File: src/rtl/cls16_pipe_pkg.sv
// Shared definitions for the pipelined 16-bit borrow-lookahead subtractor.
// Holds the fixed geometry and the stage-1 payload carried between pipeline registers.
package cls16_pipe_pkg;

   localparam int CLS_WIDTH  = 16;
   localparam int CLS_GROUP  = 4;
   localparam int CLS_NGROUP = 4;

   typedef struct packed {
      logic [CLS_WIDTH-1:0]  p;
      logic [CLS_WIDTH-1:0]  g;
      logic [CLS_NGROUP-1:0] G;
      logic [CLS_NGROUP-1:0] P;
      logic                  c0;
      logic                  a_msb;
      logic                  b_msb;
   } cls_s1_t;

endpackage

File: src/rtl/cls16_pipe_bblg4.sv
// 4-bit borrow-lookahead generator: in-group carries plus group generate/propagate.
// Carries are in the add direction (c = not-borrow), since the subtract runs as A + ~B + ~Bin.
module bblg4
   import cls16_pipe_pkg::*;
(
   input  logic [CLS_GROUP-1:0] g,
   input  logic [CLS_GROUP-1:0] p,
   input  logic                 cin,
   output logic [CLS_GROUP-1:0] c,
   output logic                 G,
   output logic                 P
);

   assign c[0] = cin;
   assign c[1] = g[0] | (p[0] & cin);
   assign c[2] = g[1] | (p[1] & g[0]) | (p[1] & p[0] & cin);
   assign c[3] = g[2] | (p[2] & g[1]) | (p[2] & p[1] & g[0]) | (p[2] & p[1] & p[0] & cin);

   assign G = g[3] | (p[3] & g[2]) | (p[3] & p[2] & g[1]) | (p[3] & p[2] & p[1] & g[0]);
   assign P = &p;

endmodule

File: src/rtl/cls16_pipe.sv
// Two-stage pipelined 16-bit borrow-lookahead subtractor, D = A - B - Bin, with
// valid/ready handshake; stage 1 registers bit/group PG, stage 2 registers the result.
module cls16_pipe
   import cls16_pipe_pkg::*;
#(
   parameter int WIDTH = 16,
   parameter int GROUP = 4
)
(
   input  logic             clk,
   input  logic             rst_n,
   input  logic             in_valid,
   output logic             in_ready,
   input  logic [WIDTH-1:0] A,
   input  logic [WIDTH-1:0] B,
   input  logic             Bin,
   output logic             out_valid,
   input  logic             out_ready,
   output logic [WIDTH-1:0] Diff,
   output logic             Bout,
   output logic             Ovf,
   output logic             Zero
);

   if (WIDTH != CLS_WIDTH || GROUP != CLS_GROUP) begin : g_param_check
      $error("cls16_pipe supports only WIDTH=16 and GROUP=4");
   end

   logic s2_load;
   logic vld_p1;
   logic vld_p2;

   assign s2_load  = ~vld_p2 | out_ready;
   assign in_ready = ~vld_p1 | ~vld_p2 | out_ready;

   // Stage 0 -> 1: bit terms of A + ~B and per-group generate/propagate
   logic [WIDTH-1:0]      g_p0;
   logic [WIDTH-1:0]      p_p0;
   logic [CLS_NGROUP-1:0] gg_p0;
   logic [CLS_NGROUP-1:0] gp_p0;
   logic [WIDTH-1:0]      c_p0_unused;
   cls_s1_t               s1_p0;
   cls_s1_t               s1_p1;

   assign g_p0 = A & ~B;
   assign p_p0 = A ^ ~B;

   for (genvar k = 0; k < CLS_NGROUP; k++) begin : g_grp_pg
      bblg4 u_grp_pg (
         .g   (g_p0[CLS_GROUP*k +: CLS_GROUP]),
         .p   (p_p0[CLS_GROUP*k +: CLS_GROUP]),
         .cin (1'b0),
         .c   (c_p0_unused[CLS_GROUP*k +: CLS_GROUP]),
         .G   (gg_p0[k]),
         .P   (gp_p0[k])
      );
   end

   always_comb begin
      s1_p0       = '0;
      s1_p0.p     = p_p0;
      s1_p0.g     = g_p0;
      s1_p0.G     = gg_p0;
      s1_p0.P     = gp_p0;
      s1_p0.c0    = ~Bin;
      s1_p0.a_msb = A[WIDTH-1];
      s1_p0.b_msb = B[WIDTH-1];
   end

   always_ff @(posedge clk or negedge rst_n) begin
      if (!rst_n) begin
         vld_p1 <= 1'b0;
      end else if (in_ready) begin
         vld_p1 <= in_valid;
      end
   end

   always_ff @(posedge clk) begin
      if (in_ready && in_valid) begin
         s1_p1 <= s1_p0;
      end
   end

   // Stage 1 -> 2: second-level lookahead, in-group carries and result flags
   logic [CLS_NGROUP-1:0] cgrp_p1;
   logic                  gall_p1;
   logic                  pall_p1;
   logic                  c16_p1;
   logic [WIDTH-1:0]      c_p1;
   logic [WIDTH-1:0]      diff_p1;
   logic [CLS_NGROUP-1:0] ig_g_unused;
   logic [CLS_NGROUP-1:0] ig_p_unused;

   bblg4 u_lvl2 (
      .g   (s1_p1.G),
      .p   (s1_p1.P),
      .cin (s1_p1.c0),
      .c   (cgrp_p1),
      .G   (gall_p1),
      .P   (pall_p1)
   );

   assign c16_p1 = gall_p1 | (pall_p1 & s1_p1.c0);

   for (genvar k = 0; k < CLS_NGROUP; k++) begin : g_grp_carry
      bblg4 u_grp_carry (
         .g   (s1_p1.g[CLS_GROUP*k +: CLS_GROUP]),
         .p   (s1_p1.p[CLS_GROUP*k +: CLS_GROUP]),
         .cin (cgrp_p1[k]),
         .c   (c_p1[CLS_GROUP*k +: CLS_GROUP]),
         .G   (ig_g_unused[k]),
         .P   (ig_p_unused[k])
      );
   end

   assign diff_p1 = s1_p1.p ^ c_p1;

   logic [WIDTH-1:0] diff_p2;
   logic             bout_p2;
   logic             ovf_p2;
   logic             zero_p2;

   // Result registers reset to zero so the outputs are never X after reset
   always_ff @(posedge clk or negedge rst_n) begin
      if (!rst_n) begin
         vld_p2  <= 1'b0;
         diff_p2 <= '0;
         bout_p2 <= 1'b0;
         ovf_p2  <= 1'b0;
         zero_p2 <= 1'b0;
      end else if (s2_load) begin
         vld_p2 <= vld_p1;
         if (vld_p1) begin
            diff_p2 <= diff_p1;
            bout_p2 <= ~c16_p1;
            ovf_p2  <= (s1_p1.a_msb ^ s1_p1.b_msb) & (diff_p1[WIDTH-1] ^ s1_p1.a_msb);
            zero_p2 <= (diff_p1 == '0);
         end
      end
   end

   assign out_valid = vld_p2;
   assign Diff      = diff_p2;
   assign Bout      = bout_p2;
   assign Ovf       = ovf_p2;
   assign Zero      = zero_p2;

endmodule
File: config.mk
export PLATFORM = sky130hd
export DESIGN_NAME = cls16_pipe
export DESIGN_NICKNAME = d
export VERILOG_FILES = /design/src/rtl/cls16_pipe_pkg.sv /design/src/rtl/cls16_pipe_bblg4.sv /design/src/rtl/cls16_pipe.sv
export SDC_FILE = /design/constraint.sdc
export NUM_CORES = 1
export LEC_CHECK = 0
export BUFFER_PORTS_ARGS = -buffer_cell sky130_fd_sc_hd__buf_4
export CELL_PAD_IN_SITES_DETAIL_PLACEMENT = 1
export CELL_PAD_IN_SITES_GLOBAL_PLACEMENT = 2
export CORE_MARGIN = 5
export CORE_UTILIZATION = 37
export DETAILED_ROUTE_END_ITERATION = 7
export PLACE_DENSITY_LB_ADDON = 0.1
export SKIP_LAST_GASP = 1
export SYNTH_ARGS = -nofsm -noshare
export SYNTH_HDL_FRONTEND = slang
export SYNTH_HIERARCHICAL = 1
export SYNTH_SLANG_ARGS = --single-unit
File: constraint.sdc
create_clock -name clk -period 2.4 [get_ports clk]
set_input_delay 0.36 -clock clk [delete_from_list [all_inputs] [get_ports clk]]
set_output_delay 0.36 -clock clk [all_outputs]
set_load 0.01 [all_outputs]
# Word-level counts from Yosys, hierarchy flattened
# Cells that the tools add are included.
# classes
bitwise_logic	131
reduce_logical	8
# op_table
operator	count
1-bit bitwise AND	72
1-bit bitwise OR	49
16-bit bitwise XOR	2
4-bit AND reduction	5
16-bit bitwise AND	1
16-bit logical NOT	1
16-bit inverter	1
1-bit inverter	4
2-bit AND reduction	1
1-bit bitwise XOR	2
1-bit logical AND	1
# word_totals
register_bits	63
inputBits	37
elab_cells	152

# Logic depth before layout (Yosys ltp)
# Gate-level depths: netlist of the first run.
# logic_depth
depth_word	9
depth_mapped	8
ltp_nobuf	8

# Hierarchy
# Netlist of the first run, hierarchy kept.
# by_module_without_submodules
mod	n_inst	cells_per_inst	area_each_um2	seq_area_each_um2
cls16_pipe	1	170	2529.9	1816.7
bblg4	9	10	66.3	0.0

# Worst setup path after synthesis of the first run
# OpenSTA, ideal clock, no wires.
# synth_timing
kind	register to register
from	register s1_p1[2] (netlist name)
to	register zero_p2 (netlist: Zero)
setup_ps	76
arrival_time_ps	2135
required_time_ps	2324
setup_slack_ps	189
stages_incl_launch_ff	9
path_buffers	0
cell_sequence	edfxtp_1 a21o_1 a31o_1 a21o_1 a31o_1 xnor2_2 nand4_1 or4_1 o21ai_1
# synth_via
elab_chain_cells	6
word_cells_on_any_way	32
# synth_lines
element	line_no	source
from (decl)	cls16_pipe.sv:43	cls_s1_t s1_p1;
from (signal assigned)	cls16_pipe.sv:80	s1_p1 <= s1_p0;
1-bit bitwise AND (*)	cls16_pipe_bblg4.sv:15	assign c[1] = g[0] | (p[0] & cin);
1-bit bitwise OR (*)	cls16_pipe_bblg4.sv:15	
named net cgrp_p1[1]	cls16_pipe.sv:85	logic [CLS_NGROUP-1:0] cgrp_p1;
1-bit bitwise AND (on tied branches)	cls16_pipe_bblg4.sv:15, cls16_pipe_bblg4.sv:16, cls16_pipe_bblg4.sv:17	
1-bit bitwise OR (on tied branches)	cls16_pipe_bblg4.sv:15, cls16_pipe_bblg4.sv:16, cls16_pipe_bblg4.sv:17	
16-bit bitwise XOR (*)	cls16_pipe.sv:116	assign diff_p1 = s1_p1.p ^ c_p1;
16-bit logical NOT (*)	cls16_pipe.sv:137	zero_p2 <= (diff_p1 == '0);
to (signal assigned)	cls16_pipe.sv:137	
to (decl)	cls16_pipe.sv:121	logic zero_p2;
# Mark *: on every way through the listed nets, which the timed path passes. The rest lies on a longest branch.
# A chain may end at the register's enable or synchronous reset.

# Final worst setup path of the first run
# Ends and elaborated chain as after synthesis.

==> results of run 1 <==
what timing repair did:
| action | CTS | global route |
|---|---|---|
| setup buffers | 0 | 1 |
| resized for setup | 0 | 0 |
| setup endpoints to repair | 0 | 1 |
| hold buffers | 1 | 0 |
| endpoints found under the hold margin | 21 | 0 |
report_power, final:
| group | internal (W) | switching (W) | total, W |
|---|---|---|---|
| Clock | 0.000687 | 0.000379 | 0.00107 |
| Combinational | 0.000251 | 0.000244 | 0.000495 |
| Sequential | 0.00124 | 0.0000762 | 0.00132 |
flip-flops by register name, summed over array words and instances (netlist names):
signal	flops
Zero	1
Bout	1
out_valid	1
Diff	16
Ovf	1
s1_p1	39
vld_p1	1
final timing paths:
kind	startpoint	to	slack [ns]	depth (start not counted)
max	s1_p1[2]	Zero	0.13	8
min	B[15]	s1_p1[0]	0.21	1
max reg2reg	s1_p1[2]	Zero	0.13	8
min reg2reg	Diff[3]	Diff[3]	0.48	2
max in group asynchronous	rst_n	Diff[15]	1.73	2
min in group asynchronous	rst_n	Diff[4]	0.45	2
area by class of cell:
class	count	area (µm²)	area share
Sequential cell	60	1697	0.4829
Tap cell	99	123.9	0.03526
Clock buffer	11	131.4	0.03739
Multi-Input combinational cell	129	922.1	0.2625
Clock inverter	5	100.1	0.02849
Inverter	17	63.81	0.01816
Timing Repair Buffer	63	475.5	0.1353
worst max-delay path: cells and delay by family, from the launching register on:
family           cells  cell delay (ns)
XOR/XNOR             1             0.15
AO/OA/AOI/OAI        5             1.00
flip-flops           1             0.41
AND/OR/NAND/NOR      2             0.63
through the flow:
step	hold slack (ns)	instances	area, µm²	utilization	setup TNS [ns]
global placement	0.2629	366	3264	0.4525	0
global route	0.1886	384	3513	0.4870	-0.003346
detailed placement	0.2621	366	3264	0.4525	0
floorplan	0.06441	215	2738	-	0
finish	0.2128	384	3513	0.4870	0
CTS	0.1894	383	3506	0.4860	0
placed cells by master (no fill, tap or decap), types with 2 or more instances in the layout:
| cell type | count |
|---|---|
| clkbuf_1 | 2 |
| nand4_1 | 3 |
| clkbuf_8 | 9 |
| nand2_1 | 24 |
| inv_1 | 17 |
| bufinv_16 | 3 |
| buf_4 | 62 |
| a21oi_1 | 10 |
| o21ai_1 | 6 |
| clkinv_2 | 2 |
| xnor2_1 | 13 |
| ha_1 | 16 |
| a21o_1 | 16 |
| xnor2_2 | 3 |
| a31o_1 | 5 |
| edfxtp_1 | 39 |
| nand2b_1 | 3 |
| and4_1 | 5 |
| o21ai_0 | 17 |
| dfrtp_1 | 21 |
layer usage:
metal  share of wire  wire, µm
met1            0.46      2559
met2            0.46      2581
met3           0.056       313
met4           0.020       110
met5               0         0
==> results.toml, run 1 <==
[place]
port_buffers = 57
pre_cts_slack_ns = 0.05967
gp_congestion = 0.7267
dpl.hpwl_um = 4333

[global_route]
grtUsageTotal = 0.1316
grt_max_degree = 40
antenna_found_initial = 0
top_usage_layer = "met2"
first_global_vias = 1857
use_met3 = 0.04691
gr-usage-met2 = 0.2024
grt_pass1_wl_um = 8983
grt_overflow = 0
use_met1 = 0.1668

[setup_path]
slowest_delay_ns = 0.53
critPathKind = "register to register"
end_kind = "register"
arrival_ns = 2.52
cp_max_fo = 3
worst_setup_path_start_kind = "register"
required_ns = 2.65
crit_chain = "a21o_1 > a31o_1 > a21o_1 > a31o_1 > xnor2_2 > nand4_1 > or4_1 > o21ai_1"
slowest_stage = "or4_1"

[yosys]
yosysWarnings = 6
synth_nets = 268
syn_area_mm2 = 0.002738
syn_avg_cell_area_um2 = 12.73
syn_inst = 215

[power]
peakVddDrop_mv = 0.3626
p_leak_nw = 1.580
power_density_mw_per_mm2 = 820.2
power_w = 0.002882

[routing]
drtIter0Drc = 25
dr.pass1.iters = 4
drt-total-wl_um = 5564
drt_drc_violations_left = 0
drt-vias-per-instance = 4.654
avgRoutedWirePerCell_um = 14.49
num_vias = 1787
drtAntennaViolNets = 0

[clock_network]
cts.sinks = 60
numCtsBuffers = 9
clockBufferDepth = 2
clock-root-buffer = "clkbuf_8"
h-tree-depth = 3
cts_tree = "yes"
clkTransAtPathRegs_ns = 0.07
clkLatencyLatePin_ns = 0.33

[timing]
skew_ns = 0.009104
clock.fmax_mhz = 441.0
slew_viol_final = 0
slew_headroom = 0.6569
fin_crit_ns = 2.268
finalSetupViolCount = 0
hold_violations = 0
finalWorstSetupSlack_ns = 0.1323
fin_crit_sh = 0.9449
tightest_slew_ns = 0.5147

[floorplan]
dieArea_mm2 = 0.009219
rows = 31
boundaryPins = 58
core_mm2 = 0.007214
die_h_um = 96.02
initial_core_util = 0.3795
die_w_um = 96.02

[finish]
drive_gt1_frac = 0.2807
area_growth_pct = 28.34
num_antenna_cells = 0
fillers = 799
fin_nets = 333

[min_path]
worstHoldPathType = "primary input to register"

[outcome]
outcome = "complete, no violations"

[run]
maxCapViolCount = 0
Note: power is estimated with default switching activity, not from simulation.
==> inputs of run 2 (changes only) <==
--- a/config.mk
+++ b/config.mk
@@ -5,11 +5,12 @@
 export SDC_FILE = /design/constraint.sdc
 export NUM_CORES = 1
 export LEC_CHECK = 0
+export ABC_AREA = 1
 export BUFFER_PORTS_ARGS = -buffer_cell sky130_fd_sc_hd__buf_4
 export CELL_PAD_IN_SITES_DETAIL_PLACEMENT = 1
 export CELL_PAD_IN_SITES_GLOBAL_PLACEMENT = 2
 export CORE_MARGIN = 5
-export CORE_UTILIZATION = 37
+export CORE_UTILIZATION = 30
 export DETAILED_ROUTE_END_ITERATION = 7
 export PLACE_DENSITY_LB_ADDON = 0.1
 export SKIP_LAST_GASP = 1
==> constraint.sdc (replaced) <==
create_clock -name clk -period 1.9 [get_ports clk]
set_input_delay 0.285 -clock clk [delete_from_list [all_inputs] [get_ports clk]]
set_output_delay 0.285 -clock clk [all_outputs]
set_load 0.01 [all_outputs]
==> run 2 against run 1 <==
Effect of this change: hold slack worse by 0.074 ns; die area up 32%; flip-flop and latch count unchanged; synthesized cell count up 52%; non-clock buffer count down 3; design area up 8.7%; wire length up 20%; sequential share of layout area down 3.8 points; first-iteration DRC count rose to 2.9 times the previous value; critical endpoint is now in_ready.
==> results.toml, run 2 <==
[outcome]
outcome = "complete, no violations"

[timing]
fin_setup_tns_ns = 0
finalSetupViolCount = 0
clock.fmax_mhz = 546.8
fin_crit_ns = 1.829
finalWorstSetupSlack_ns = 0.07106
tightest_slew_ns = 0.6111
hold_violations = 0
slew_viol_final = 0
skew_ns = 0.01080
slew_headroom = 0.5917
fin_crit_sh = 0.9626
rsz0062_at_grt = "yes"

[place]
gp_congestion = 0.6734
place_area_mm2 = 0.003578
pre_cts_slack_ns = 0.05332
port_buffers = 57
dp_cells = 510
dpl.hpwl_um = 5131

[global_route]
grt_overflow = 0
first_global_vias = 2244
grtUsageTotal = 0.1183
grt_pass1_wl_um = 10850
antenna_found_initial = 0
grt_max_degree = 40

[setup_path]
path_buf_inv = 3
worst_setup_path_start_kind = "register"
arrival_ns = 1.54
end_kind = "output port"
slowest_stage = "nor2_1"
required_ns = 1.62
cp_num_cells = 4
r2r_cells = 15
critPathKind = "register to output port"
cp_max_fo = 3
slowest_delay_ns = 0.46
crit_chain = "inv_1 > nor2_1 > inv_1 > buf_4"
r2r-end = "Zero"
reg2reg_from = "s1_p1[2]"
cpMostUsedCell = "inv_1"
rrSetupSlack_ns = 0.23
cp_top_family = "simple AND/OR/NAND/NOR gates"

[finish]
drive_gt1_frac = 0.2405
final_area_mm2 = 0.003817
final_common_cell = "nand2_1"
area_growth_pct = 26.39
multiInputGateArea_mm2 = 0.001055
top_register = "s1_p1"
mostFrequentLayoutCells = "nand2_1, inv_1, buf_4"
fin_nets = 443
utilization = 0.3888
num_antenna_cells = 0
regArea_mm2 = 0.001697
largest_register_ffs = 39
final_cells = 528
fillers = 1210

[clock_network]
clock-root-buffer = "clkbuf_8"
numCtsBuffers = 9
clkLatencyLatePin_ns = 0.33
cts.sinks = 60
clockBufferDepth = 2
clkTransAtPathRegs_ns = 0.07
post_cts_buffers = 0
cts_tree = "yes"
h-tree-depth = 3

[min_path]
min_path_cells = 1
min-delay-start = "B[15]"
min_to = "s1_p1[0]"
worstHoldPathType = "primary input to register"

[routing]
avgRoutedWirePerCell_um = 12.63
drtIter0Drc = 73
num_vias = 2198
drt-total-wl_um = 6670
drtAntennaViolNets = 0
drt_drc_violations_left = 0
dr.pass1.iters = 4
drt-vias-per-instance = 4.163

[floorplan]
rows = 36
die_h_um = 110.3
initial_core_util = 0.3076
dieArea_mm2 = 0.01217
boundaryPins = 58
core_mm2 = 0.009819
die_w_um = 110.3

[yosys]
synth_nets = 379
syn_inst = 326
syn_area_mm2 = 0.003020
syn_avg_cell_area_um2 = 9.265
yosysWarnings = 6

[power]
sw_frac_of_total = 0.2718
p_switching_w = 0.0009626
pwr-share-clk = 0.336
pwr-share-seq = 0.472
intPower_w = 0.002580
peakVddDrop_mv = 0.2526
p_leak_nw = 1.908
power_density_mw_per_mm2 = 927.9
combPwrFrac = 0.192

[run]
maxCapViolCount = 0
[run 2: metrics by stage]
step	hold WS, ns	total power (W)
finish	0.1387	0.003542
global route	0.1160	0.003762
CTS	0.1166	0.003607
detailed placement	0.1944	0.002395
global placement	0.1920	0.002377
floorplan	-0.01059	0.002068
[run 2: power by group through the flow]
stage / clock [W] / combinational, W / sequential (W)
6_report: 0.00119 / 0.000680 / 0.00167
5_1_grt: 0.00129 / 0.000781 / 0.00169
4_1_cts: 0.00123 / 0.000697 / 0.00168
3_5_place_dp: 0 / 0.000693 / 0.00170
3_3_place_gp: 0 / 0.000676 / 0.00170
2_1_floorplan: 0 / 0.000354 / 0.00171
[run 2: what timing repair did]
action,4_1_cts,5_1_grt
hold endpoints to repair,21,0
gates resized for setup,0,2
hold buffers,1,0
setup endpoints to repair,0,40
[run 2: how the worst max path moves through the flow]
stage,startpoint,to,slack [ns]
after CTS,vld_p1,s1_p1[4],0.03
final,vld_p1,in_ready,0.07
after detailed placement,vld_p1,s1_p1[31],0.05
after global routing,s1_p1[2],Zero,-0.02
after floorplan,out_valid,s1_p1[0],0.32
after global placement,vld_p1,s1_p1[31],0.09
[run 2: final cells by class]
type | count | area share
sequential | 60 | 0.4444
multi-input combinational | 198 | 0.2763
timing repair buffer | 60 | 0.1186
inverter | 61 | 0.06064
clock buffer | 14 | 0.05375
tap | 133 | 0.04359
clock inverter | 2 | 0.002622
[run 2: routing by layer]
layer	global-route usage	wire length, µm	vias up	share of wire
li1	-	-	1146	-
met5	0	0	-	0
met4	0.05805	97	0	0.015
met1	0.1593	3361	1000	0.50
met3	0.03029	307	7	0.046
met2	0.1768	2903	45	0.44
==> inputs of run 3 (changes only) <==
--- a/config.mk
+++ b/config.mk
@@ -9,7 +9,7 @@
 export BUFFER_PORTS_ARGS = -buffer_cell sky130_fd_sc_hd__buf_4
 export CELL_PAD_IN_SITES_DETAIL_PLACEMENT = 1
 export CELL_PAD_IN_SITES_GLOBAL_PLACEMENT = 2
-export CORE_MARGIN = 5
+export CORE_MARGIN = 2
 export CORE_UTILIZATION = 30
 export DETAILED_ROUTE_END_ITERATION = 7
 export PLACE_DENSITY_LB_ADDON = 0.1
==> run 3 against run 2 <==
Effect of this change: design area shrank 1.1%; combinational power is essentially flat; flip-flop and latch count is the same; worst setup slack gained 0.014 ns; register-to-register slack gained 0.03 ns; wire length shrank 2.4%; largest cell class unchanged.
==> results.toml, run 3 (synthesis results as in run 2) <==
[place]
dpl.hpwl_um = 4971
port_buffers = 57
pre_cts_slack_ns = 0.07027
place_area_mm2 = 0.003578
gp_congestion = 0.7044

[floorplan]
core_mm2 = 0.009774
die_h_um = 104.3
rows = 36
dieArea_mm2 = 0.01089
initial_core_util = 0.3090
boundaryPins = 58
die_w_um = 104.3

[clock_network]
numCtsBuffers = 9
clkTransAtPathRegs_ns = 0.07
clock-root-buffer = "clkbuf_8"
post_cts_buffers = 0
cts_tree = "yes"
clockBufferDepth = 2
clkLatencyLatePin_ns = 0.33
h-tree-depth = 3
cts.sinks = 60

[routing]
drtIter0Drc = 62
drtAntennaViolNets = 0
num_vias = 2206
drt_drc_violations_left = 0
drt-total-wl_um = 6511
drt-vias-per-instance = 4.186
avgRoutedWirePerCell_um = 12.35
dr.pass1.iters = 4

[setup_path]
slowest_stage = "nor2_1"
r2r_cells = 15
end_kind = "output port"
slowest_delay_ns = 0.45
cp_max_fo = 3
critPathKind = "register to output port"
required_ns = 1.62
cpMostUsedCell = "inv_1"
arrival_ns = 1.53
crit_chain = "inv_1 > nor2_1 > inv_1 > buf_4"
worst_setup_path_start_kind = "register"

[finish]
regArea_mm2 = 0.001697
utilization = 0.3861
fin_nets = 443
multiInputGateArea_mm2 = 0.001057
fillers = 1168
top_register = "s1_p1"
area_growth_pct = 24.94
drive_gt1_frac = 0.2411
mostFrequentLayoutCells = "nand2_1, inv_1, buf_4"
final_area_mm2 = 0.003774
num_antenna_cells = 0
final_common_cell = "nand2_1"
largest_register_ffs = 39

[global_route]
antenna_found_initial = 0
grt_max_degree = 40
use_met3 = 0.03133
gr-usage-met2 = 0.1853
grt_overflow = 0
first_global_vias = 2218
top_usage_layer = "met2"
grt_pass1_wl_um = 10790
use_met1 = 0.1753
grtUsageTotal = 0.1261

[timing]
tightest_slew_ns = 0.6060
fin_crit_ns = 1.815
clock.fmax_mhz = 550.8
skew_ns = 0.009225
finalWorstSetupSlack_ns = 0.08457
fin_crit_sh = 0.9555
slew_viol_final = 0
finalSetupViolCount = 0
hold_violations = 0
rsz0062_at_grt = "yes"
slew_headroom = 0.5950
fin_setup_tns_ns = 0

[min_path]
min_path_cells = 1
worstHoldPathType = "primary input to register"

[run]
maxCapViolCount = 0

[power]
peakVddDrop_mv = 0.2672
power_density_mw_per_mm2 = 889.5
power_w = 0.003357
p_leak_nw = 1.887

[outcome]
outcome = "complete, no violations"
## run 3: cell types whose count changed in the layout (fill, tap and decap cells not counted)
cell       change
clkbuf_16      -2
clkinv_2       +2
clkbuf_1       +1
clkinv_1       -1
inv_4          -1
nand2_1        -1
nand2_2        +1
## run 3: final cells by class
type / instances / area share
timing repair buffer: 60 / 0.1200
clock buffer: 13 / 0.04211
tap: 133 / 0.04410
multi-input combinational: 198 / 0.2802
clock inverter: 2 / 0.002653
inverter: 61 / 0.06134
sequential: 60 / 0.4496
## run 3: routing by layer
layer / vias to the layer above / share of wire
met3: 9 / 0.042
met2: 50 / 0.43
met5: - / 0
li1: 1148 / -
met4: 0 / 0.017
met1: 999 / 0.51
## run 3: path summary, 6_finish.rpt
kind,from,endpoint,slack [ns]
min in group asynchronous,rst_n,Diff[5],0.38
worst min register to register,Zero,Zero,0.48
worst max register to register,s1_p1[2],Zero,0.26
worst min-delay path,A[15],s1_p1[1],0.14
max in group asynchronous,rst_n,Zero,1.29
worst max-delay path,vld_p1,in_ready,0.08
## run 3: per-stage QoR
| step | hold WS, ns | cells |
|---|---|---|
| floorplan | -0.01059 | 326 |
| global placement | 0.1966 | 510 |
| detailed placement | 0.1952 | 510 |
| CTS | 0.1305 | 526 |
| global route | 0.1260 | 527 |
| finish | 0.1417 | 527 |
## run 3: power by group
part	total (W)	switching [W]	internal, W
clock	0.00100	0.000470	0.000534
sequential	0.00167	0.000102	0.00157
combinational	0.000682	0.000372	0.000310
## run 3: repair_timing
item / CTS / global route
setup endpoints to repair: 0 / 40
hold endpoints to repair: 21 / 0
gates resized for setup: 0 / 3
hold buffers: 1 / 0
## run 3: worst max-delay path, delay by kind of cell, from the launching register on
family	cells	cell delay (ns)
buf+inv	3	0.36
flops	1	0.38
simple gates	1	0.45
